<file path="src/rtl/multicycle_ctrl_if.sv">
// Control/status bundle between the multicycle RV32I controller and its datapath.
// master: the controller (takes instruction fields and flags, drives strobes and selects).
// slave : the datapath side (drives instruction fields and flags, takes strobes and selects).
//   op, funct3, funct7b5 : instruction fields from the IR
//   zero                 : ALU zero flag
//   mem_ready            : memory access completes this cycle
//   mem_req, pcwrite, adrsrc, memwrite, irwrite, regwrite : strobes and address select
//   resultsrc, alusrca, alusrcb, alucontrol, immsrc       : datapath mux and ALU controls
//   illegal, state                                        : trap flag and debug state
interface multicycle_ctrl_if;
  logic [6:0] op;
  logic [2:0] funct3;
  logic       funct7b5;
  logic       zero;
  logic       mem_ready;
  logic       mem_req;
  logic       pcwrite;
  logic       adrsrc;
  logic       memwrite;
  logic       irwrite;
  logic       regwrite;
  logic [1:0] resultsrc;
  logic [1:0] alusrca;
  logic [1:0] alusrcb;
  logic [2:0] alucontrol;
  logic [1:0] immsrc;
  logic       illegal;
  logic [3:0] state;

  modport master (
    input  op, funct3, funct7b5, zero, mem_ready,
    output mem_req, pcwrite, adrsrc, memwrite, irwrite, regwrite,
           resultsrc, alusrca, alusrcb, alucontrol, immsrc, illegal, state
  );

  modport slave (
    output op, funct3, funct7b5, zero, mem_ready,
    input  mem_req, pcwrite, adrsrc, memwrite, irwrite, regwrite,
           resultsrc, alusrca, alusrcb, alucontrol, immsrc, illegal, state
  );
endinterface

</file>
<file path="src/rtl/multicycle_ctrl.sv">
// Main controller for the multicycle RV32I datapath (lw, sw, R-type, I-type ALU, beq, jal).
// Sequences fetch/decode/execute/memory/writeback, stalls memory states on mem_ready and
// traps on any unsupported opcode. Only the state is registered; all outputs are decoded
// combinationally from state and the bus inputs.
//   clk   : clock, rising edge
//   reset : synchronous, active-high; forces FETCH and masks all strobes while high
//   bus   : multicycle_ctrl_if.master, instruction fields/flags in, strobes/selects out
module multicycle_ctrl #(
  parameter bit USE_MEM_READY = 1'b1
) (
  input logic              clk,
  input logic              reset,
  multicycle_ctrl_if.master bus
);

  localparam logic [3:0] StFetch    = 4'd0;
  localparam logic [3:0] StDecode   = 4'd1;
  localparam logic [3:0] StMemAdr   = 4'd2;
  localparam logic [3:0] StMemRead  = 4'd3;
  localparam logic [3:0] StMemWb    = 4'd4;
  localparam logic [3:0] StMemWrite = 4'd5;
  localparam logic [3:0] StExecR    = 4'd6;
  localparam logic [3:0] StAluWb    = 4'd7;
  localparam logic [3:0] StExecI    = 4'd8;
  localparam logic [3:0] StJal      = 4'd9;
  localparam logic [3:0] StBeq      = 4'd10;
  localparam logic [3:0] StTrap     = 4'd11;

  localparam logic [6:0] OpLoad  = 7'b0000011;
  localparam logic [6:0] OpStore = 7'b0100011;
  localparam logic [6:0] OpR     = 7'b0110011;
  localparam logic [6:0] OpI     = 7'b0010011;
  localparam logic [6:0] OpBeq   = 7'b1100011;
  localparam logic [6:0] OpJal   = 7'b1101111;

  localparam logic [2:0] AluAdd = 3'b000;
  localparam logic [2:0] AluSub = 3'b001;
  localparam logic [2:0] AluAnd = 3'b010;
  localparam logic [2:0] AluOr  = 3'b011;
  localparam logic [2:0] AluSlt = 3'b101;

  logic [3:0] state_q, state_d;
  logic [3:0] cur;
  logic       ready;
  logic [2:0] alu_funct;

  assign ready = USE_MEM_READY ? bus.mem_ready : 1'b1;
  // While reset is high the decode behaves as FETCH so the muxes show fetch values.
  assign cur   = reset ? StFetch : state_q;
  assign bus.state = state_q;

  // ALU operation for EXECR/EXECI; op[5] separates R-type (sub allowed) from I-type.
  always_comb begin
    alu_funct = AluAdd;
    case (bus.funct3)
      3'b000:  alu_funct = (bus.funct7b5 & bus.op[5]) ? AluSub : AluAdd;
      3'b010:  alu_funct = AluSlt;
      3'b110:  alu_funct = AluOr;
      3'b111:  alu_funct = AluAnd;
      default: alu_funct = AluAdd;
    endcase
  end

  always_comb begin
    bus.immsrc = 2'b00;
    case (bus.op)
      OpStore: bus.immsrc = 2'b01;
      OpBeq:   bus.immsrc = 2'b10;
      OpJal:   bus.immsrc = 2'b11;
      default: bus.immsrc = 2'b00;
    endcase
  end

  always_comb begin
    state_d        = state_q;
    bus.mem_req    = 1'b0;
    bus.pcwrite    = 1'b0;
    bus.adrsrc     = 1'b0;
    bus.memwrite   = 1'b0;
    bus.irwrite    = 1'b0;
    bus.regwrite   = 1'b0;
    bus.resultsrc  = 2'b00;
    bus.alusrca    = 2'b00;
    bus.alusrcb    = 2'b00;
    bus.alucontrol = AluAdd;
    bus.illegal    = 1'b0;

    case (cur)
      StFetch: begin
        bus.mem_req   = 1'b1;
        bus.alusrcb   = 2'b10;
        bus.resultsrc = 2'b10;
        bus.irwrite   = ready;
        bus.pcwrite   = ready;
        if (ready) state_d = StDecode;
      end
      StDecode: begin
        bus.alusrca = 2'b01;
        bus.alusrcb = 2'b01;
        case (bus.op)
          OpLoad, OpStore: state_d = StMemAdr;
          OpR:             state_d = StExecR;
          OpI:             state_d = StExecI;
          OpBeq:           state_d = StBeq;
          OpJal:           state_d = StJal;
          default:         state_d = StTrap;
        endcase
      end
      StMemAdr: begin
        bus.alusrca = 2'b10;
        bus.alusrcb = 2'b01;
        state_d     = bus.op[5] ? StMemWrite : StMemRead;
      end
      StMemRead: begin
        bus.mem_req = 1'b1;
        bus.adrsrc  = 1'b1;
        if (ready) state_d = StMemWb;
      end
      StMemWb: begin
        bus.resultsrc = 2'b01;
        bus.regwrite  = 1'b1;
        state_d       = StFetch;
      end
      StMemWrite: begin
        bus.mem_req  = 1'b1;
        bus.adrsrc   = 1'b1;
        bus.memwrite = 1'b1;
        if (ready) state_d = StFetch;
      end
      StExecR: begin
        bus.alusrca    = 2'b10;
        bus.alucontrol = alu_funct;
        state_d        = StAluWb;
      end
      StExecI: begin
        bus.alusrca    = 2'b10;
        bus.alusrcb    = 2'b01;
        bus.alucontrol = alu_funct;
        state_d        = StAluWb;
      end
      StAluWb: begin
        bus.regwrite = 1'b1;
        state_d      = StFetch;
      end
      StJal: begin
        bus.alusrca = 2'b01;
        bus.alusrcb = 2'b10;
        bus.pcwrite = 1'b1;
        state_d     = StAluWb;
      end
      StBeq: begin
        bus.alusrca    = 2'b10;
        bus.alucontrol = AluSub;
        bus.pcwrite    = bus.zero;
        state_d        = StFetch;
      end
      StTrap: begin
        bus.illegal = 1'b1;
      end
      default: state_d = StFetch;
    endcase

    if (reset) begin
      bus.mem_req  = 1'b0;
      bus.pcwrite  = 1'b0;
      bus.irwrite  = 1'b0;
      bus.regwrite = 1'b0;
      bus.memwrite = 1'b0;
    end
  end

  always_ff @(posedge clk) begin
    if (reset) state_q <= StFetch;
    else       state_q <= state_d;
  end

endmodule

</file>
<file path="src/flat_wrapper.sv">
// flat-port wrapper written by rule: the top's interface ports become plain ports
module multicycle_ctrl_flat 
#(
  parameter bit USE_MEM_READY = 1'b1
)
  (clk, reset, bus_op, bus_funct3, bus_funct7b5, bus_zero, bus_mem_ready, bus_mem_req, bus_pcwrite, bus_adrsrc, bus_memwrite, bus_irwrite, bus_regwrite, bus_resultsrc, bus_alusrca, bus_alusrcb, bus_alucontrol, bus_immsrc, bus_illegal, bus_state);
  multicycle_ctrl_if bus_i ();
  input logic clk;
  input logic reset;
  input wire logic [$bits(bus_i.op)-1:0] bus_op;
  input wire logic [$bits(bus_i.funct3)-1:0] bus_funct3;
  input wire logic [$bits(bus_i.funct7b5)-1:0] bus_funct7b5;
  input wire logic [$bits(bus_i.zero)-1:0] bus_zero;
  input wire logic [$bits(bus_i.mem_ready)-1:0] bus_mem_ready;
  output wire logic [$bits(bus_i.mem_req)-1:0] bus_mem_req;
  output wire logic [$bits(bus_i.pcwrite)-1:0] bus_pcwrite;
  output wire logic [$bits(bus_i.adrsrc)-1:0] bus_adrsrc;
  output wire logic [$bits(bus_i.memwrite)-1:0] bus_memwrite;
  output wire logic [$bits(bus_i.irwrite)-1:0] bus_irwrite;
  output wire logic [$bits(bus_i.regwrite)-1:0] bus_regwrite;
  output wire logic [$bits(bus_i.resultsrc)-1:0] bus_resultsrc;
  output wire logic [$bits(bus_i.alusrca)-1:0] bus_alusrca;
  output wire logic [$bits(bus_i.alusrcb)-1:0] bus_alusrcb;
  output wire logic [$bits(bus_i.alucontrol)-1:0] bus_alucontrol;
  output wire logic [$bits(bus_i.immsrc)-1:0] bus_immsrc;
  output wire logic [$bits(bus_i.illegal)-1:0] bus_illegal;
  output wire logic [$bits(bus_i.state)-1:0] bus_state;
  assign bus_i.op = bus_op;
  assign bus_i.funct3 = bus_funct3;
  assign bus_i.funct7b5 = bus_funct7b5;
  assign bus_i.zero = bus_zero;
  assign bus_i.mem_ready = bus_mem_ready;
  assign bus_mem_req = bus_i.mem_req;
  assign bus_pcwrite = bus_i.pcwrite;
  assign bus_adrsrc = bus_i.adrsrc;
  assign bus_memwrite = bus_i.memwrite;
  assign bus_irwrite = bus_i.irwrite;
  assign bus_regwrite = bus_i.regwrite;
  assign bus_resultsrc = bus_i.resultsrc;
  assign bus_alusrca = bus_i.alusrca;
  assign bus_alusrcb = bus_i.alusrcb;
  assign bus_alucontrol = bus_i.alucontrol;
  assign bus_immsrc = bus_i.immsrc;
  assign bus_illegal = bus_i.illegal;
  assign bus_state = bus_i.state;
  multicycle_ctrl #(.USE_MEM_READY(USE_MEM_READY)) u_core (.clk(clk), .reset(reset), .bus(bus_i));
endmodule
</file>
<file path="config.mk">
export PLATFORM = sky130hd
export DESIGN_NAME = multicycle_ctrl_flat
export DESIGN_NICKNAME = d
export VERILOG_FILES = /design/src/rtl/multicycle_ctrl_if.sv /design/src/rtl/multicycle_ctrl.sv /design/src/flat_wrapper.sv
export SDC_FILE = /design/constraint.sdc
export NUM_CORES = 1
export LEC_CHECK = 0
export CORE_MARGIN = 1
export CORE_UTILIZATION = 41
export CTS_BUF_LIST = sky130_fd_sc_hd__clkbuf_8
export DETAILED_ROUTE_END_ITERATION = 8
export PLACE_DENSITY = 0.86
export SLEW_MARGIN = 20
export SYNTH_ARGS = -nofsm -noshare
export SYNTH_HDL_FRONTEND = slang
export SYNTH_SLANG_ARGS = --single-unit
</file>
<file path="constraint.sdc">
create_clock -name clk -period 1.8 [get_ports clk]
set_input_delay 0.36 -clock clk [delete_from_list [all_inputs] [get_ports clk]]
set_output_delay 0.36 -clock clk [all_outputs]
set_load 0.05 [all_outputs]
</file>
==> run_results.csv, run 1 <==
group,metric,value,unit
status,outcome,"stopped before the end",
status,haltStage,"detailed placement (3_5_place_dp)",
status,firstError,"[ERROR DPL-0038] Utilization greater than 100%, impossible to legalize",
die,rows,14,
logic_synthesis,synth_compound_area_share,24.8,%
logic_synthesis,yosys.area_share.simple,48.3,%
place,place.gp.congestion,0.850,
logic_synthesis,yosysSeqAreaShare,11.0,%
logic_synthesis,synth.ff_latch_count,4,
logic_synthesis,yosysTopAreaCell,"dfxtp_1",
logic_synthesis,synth_nets,121,
logic_synthesis,synth_edf_count,0,
die,start_util,46.3,%
logic_synthesis,post-synth-top-count-cell,"nor2_1",
logic_synthesis,synth.area.mux_share,0,%
logic_synthesis,synth_commonest_cells,"13 x nor2_1, 10 x nand2_1, 8 x a21oi_1",
die,die_x,44.2,um
logic_synthesis,syn_inst,106,
logic_synthesis,synth_fa_ha_area_share,0,%
logic_synthesis,ys_types,45,
logic_synthesis,yosysWarnings,0,
logic_synthesis,synth_top_cells_by_area,"dfxtp_1 11%, nor2_1 6.7%, a21oi_1 5.5%, buf_4 5.1%, nand2_1 5.1%",
logic_synthesis,synth_top_family_by_area,"simple AND/OR/NAND/NOR gates",
logic_synthesis,synthFlopType,"dfxtp_1",
logic_synthesis,synth_top_area_share,11.0,%
logic_synthesis,async_flop_share,0,%
die,top_level_ports,37,
logic_synthesis,syn_avg_cell_area,6.89,sq um
logic_synthesis,synth-xor-area-share,4.79,%
logic_synthesis,netlist_area,731,sq um
die,die_h,44.2,um
place,portBuffers,36,
## logic make-up after synthesis
family | count (synthesis)
and+or+nand+nor | 59
xor gates and xnor gates | 4
DFF | 4
AOI/OAI and AO/OA | 25
buffers and inverters | 14
## stage by stage
step / cells / setup TNS [ns] / setup WS, ns
floorplan: 106 / -0.309 / -0.0738
global placement: 178 / -1.16 / -0.197
==> inputs of run 2 (changes only) <==
--- a/config.mk
+++ b/config.mk
@@ -5,11 +5,10 @@
 export SDC_FILE = /design/constraint.sdc
 export NUM_CORES = 1
 export LEC_CHECK = 0
-export CORE_MARGIN = 1
-export CORE_UTILIZATION = 41
-export CTS_BUF_LIST = sky130_fd_sc_hd__clkbuf_8
+export CORE_AREA = 2 2 63 65
 export DETAILED_ROUTE_END_ITERATION = 8
-export PLACE_DENSITY = 0.86
+export DIE_AREA = 0 0 65 67
+export PLACE_DENSITY_LB_ADDON = 0.15
 export SLEW_MARGIN = 20
 export SYNTH_ARGS = -nofsm -noshare
 export SYNTH_HDL_FRONTEND = slang
==> run_results.csv, run 2 <==
group,metric,value,unit
critical_path,crit_path_start_kind,"flip-flop",
critical_path,slowest_stage,"dfxtp_4",
clock_tree,cts_tree,"yes",
logic_synthesis,yosysTopAreaCell,"dfxtp_1",
cells_and_area,drive_above_1_share,59.7,%
routing,drt-vias-per-instance,4.83,
die,rows,22,
min_path,hp-start,"u_core.bus.state[0]$_SDFFE_PP0P_",
power_and_ir_drop,total_power,2.61,mW
power_and_ir_drop,max-vdd-ir-drop,0.000774,V
cells_and_area,nets,193,
logic_synthesis,async_flop_share,0,%
grt,grt_pass1_vias,1070,
logic_synthesis,yosysSeqAreaShare,11.0,%
routing,wire_per_inst,13.0,um
timing,drv_slew,0,
cells_and_area,n_fill_cell,331,
die,top_level_ports,37,
grt,grt_max_degree,15,
critical_path,reg2reg_slack,0.21,ns
clock_tree,postCtsHoldBufs,0,
critical_path,ff2ff_path_depth,5,
timing,post-route-period-util,100,%
cells_and_area,final_cell_mix,"37 x buf_4, 24 x buf_12, 9 x nand2_1",
power_and_ir_drop,clockPowerShare,7.0,%
logic_synthesis,syn_avg_cell_area,6.89,sq um
status,failed_checks,"setup timing",
place,placed_cell_area,1760,sq um
routing,vias,1082,
timing,fmax,0.554,GHz
cells_and_area,largest_reg_flops,4,
logic_synthesis,synth_edf_count,0,
routing,drt_iter0_drc,25,
status,outcome,"complete, but fails checks",
power_and_ir_drop,intPower,1.30,mW
cells_and_area,regArea,95.1,sq um
clock_tree,cts_buffer_depth,2,
critical_path,r2r_start,"u_core.bus.state[2]$_SDFFE_PP0P_",
timing,skew,0.000185,ns
logic_synthesis,yosysWarnings,0,
power_and_ir_drop,sequentialPowerShare,10.7,%
clock_tree,clockRootBuffer,"clkbuf_8",
cells_and_area,multi_input_area,841,sq um
timing,slew_headroom,72.6,%
grt,grt_usage,14.2,%
logic_synthesis,syn_inst,106,
logic_synthesis,post-synth-top-count-cell,"nor2_1",
clock_tree,htreeDepth,1,
critical_path,critPathRequiredTime,1.44,ns
cells_and_area,synthToLayoutAreaGrowth,168,%
clock_tree,cts-buffers-inserted,3,
cells_and_area,final_common_cell,"buf_4",
grt,overflow,0,
clock_tree,clk_pin_slew,0.03,ns
logic_synthesis,synthFlopType,"dfxtp_1",
cells_and_area,n_antenna_cell,0,
critical_path,critPathMaxStageDelay,0.37,ns
min_path,min_path_type,"flip-flop to flip-flop",
timing,worstMarginPinSlew,0.401,ns
power_and_ir_drop,power.net_switching,1.31,mW
critical_path,cp-end-kind,"primary output",
logic_synthesis,synth.ff_latch_count,4,
critical_path,reg2reg_to,"u_core.bus.state[2]$_SDFFE_PP0P_",
critical_path,cp_num_buf_inv,1,
power_and_ir_drop,powerDensity,1330,nW/um^2
logic_synthesis,netlist_area,731,sq um
routing,routed_wl,2920,um
power_and_ir_drop,switching_share,50.2,%
critical_path,critical_path.top_delay_family,"simple AND/OR/NAND/NOR gates",
logic_synthesis,synth_top_cells_by_area,"dfxtp_1 11%, nor2_1 6.7%, a21oi_1 5.5%, buf_4 5.1%, nand2_1 5.1%",
die,die-area,4360,sq um
place,dp_slack,-0.236,ns
cells_and_area,final_area,1960,sq um
min_path,whs_path_depth,2,
run,cap_violations,0,
timing,setup_tns,-0.00403,ns
logic_synthesis,synth_nets,121,
logic_synthesis,synth_top_area_share,11.0,%
critical_path,crit_type,"flip-flop to primary output",
place,place.gp.congestion,0.758,
place,dp.final_hpwl,2150,um
clock_tree,cts_sinks,4,
timing,period_minus_slack,1.80,ns
clock_tree,clock_latency,0.21,ns
logic_synthesis,ys_types,45,
die,core,3610,sq um
die,die_x,65,um
routing,dr.pass1.iters,4,
grt,grt_pass1_wl,4890,um
timing,grt_setup_unrepaired,"yes",
critical_path,worstPathArrival,1.44,ns
die,die_h,67,um
timing,timing.final.ws_setup,-0.00403,ns
place,portBuffers,36,
critical_path,cp_max_fo,9,
logic_synthesis,synth_commonest_cells,"13 x nor2_1, 10 x nand2_1, 8 x a21oi_1",
timing,setup_viol,1,
die,start_util,20.3,%
grt,antenna_found_initial,0,
routing,ant_nets,0,
critical_path,crit_chain,"nand2b_4, nor2_4, a21oi_4, nor4_4, buf_12",
power_and_ir_drop,pwr-share-comb,82.2,%
power_and_ir_drop,p_leak,0.791,nW
cells_and_area,fin_util,54.4,%
routing,drcViolationCount,0,
min_path,hold_end,"u_core.bus.state[0]$_SDFFE_PP0P_",
timing,hold_viol_final,0,
==> run 2: cell counts after synthesis <==
Identical to the previous run, type by type.
==> run 2: metal layers <==
metal	track usage [%]	vias up	wire length [um]	share of wire (%)
met1	17.4	516	1210	41
met5	0	-	0	0
li1	-	537	-	-
met4	3.99	0	9	0.31
met3	2.20	2	128	4.4
met2	25.5	27	1570	54
==> run 2: how the worst max path moves through the flow <==
stage / start / end / slack [ns] / cells past startpoint
after floorplan: u_core.bus.state[1]$_SDFFE_PP0P_ / bus_alucontrol[2] / -0.07 / 4
after global placement: bus_op[0] / bus_immsrc[0] / -0.20 / 5
after detailed placement: bus_op[0] / bus_immsrc[0] / -0.24 / 5
after CTS: u_core.bus.state[1]$_SDFFE_PP0P_ / bus_alucontrol[2] / -0.01 / 5
after global routing: u_core.bus.state[1]$_SDFFE_PP0P_ / bus_mem_req / -0.07 / 6
final: u_core.bus.state[1]$_SDFFE_PP0P_ / bus_alucontrol[2] / -0.004 / 5
==> run 2: power groups by stage <==
| stage | combinational, mW | clock, mW | sequential [mW] |
|---|---|---|---|
| after floorplan | 1.19 | 0 | 0.295 |
| after global placement | 1.88 | 0 | 0.309 |
| after detailed placement | 1.89 | 0 | 0.305 |
| after CTS | 2.07 | 0.190 | 0.290 |
| after global routing | 2.28 | 0.201 | 0.290 |
| final | 2.15 | 0.184 | 0.280 |
==> run 2: cell type report <==
type | count | share of cell area [%]
clock buffer | 3 | 2.11
inverter | 5 | 0.957
multi-input combinational | 88 | 42.9
sequential | 4 | 4.85
tap | 48 | 3.06
timing repair buffer | 76 | 46.1
==> run 2: kinds of logic (layout without fill, tap and decap cells) <==
| kind of cell | Yosys count | count (layout) | share of synthesized area (%) |
|---|---|---|---|
| flops | 4 | 4 | 11.0 |
| compound gates | 25 | 25 | 24.8 |
| xor+xnor | 4 | 4 | 4.80 |
| simple gates | 59 | 59 | 48.3 |
| buf+inv | 14 | 84 | 11.1 |
==> run 2: repair_timing <==
| item | 4_1_cts | 5_1_grt |
|---|---|---|
| setup buffers | 8 | 3 |
| pin swaps | 14 | 9 |
| resized for setup | 24 | 9 |
| endpoints found under the setup margin | 18 | 11 |
| hold endpoints to repair | 0 | 0 |
==> run 2: metrics by stage <==
| stage | hold slack [ns] | cells |
|---|---|---|
| 2_1_floorplan | 0.542 | 106 |
| 3_3_place_gp | 0.726 | 210 |
| 3_5_place_dp | 0.720 | 210 |
| 4_1_cts | 0.747 | 221 |
| 5_1_grt | 0.753 | 224 |
| 6_report | 0.718 | 224 |
==> run 2: worst min-delay path, cell delays in order (launching register included) <==
cell and delay, ns:
dfxtp_4 0.46, o22a_1 0.15, a211oi_1 0.06
Note: power is estimated with default switching activity, not from simulation.
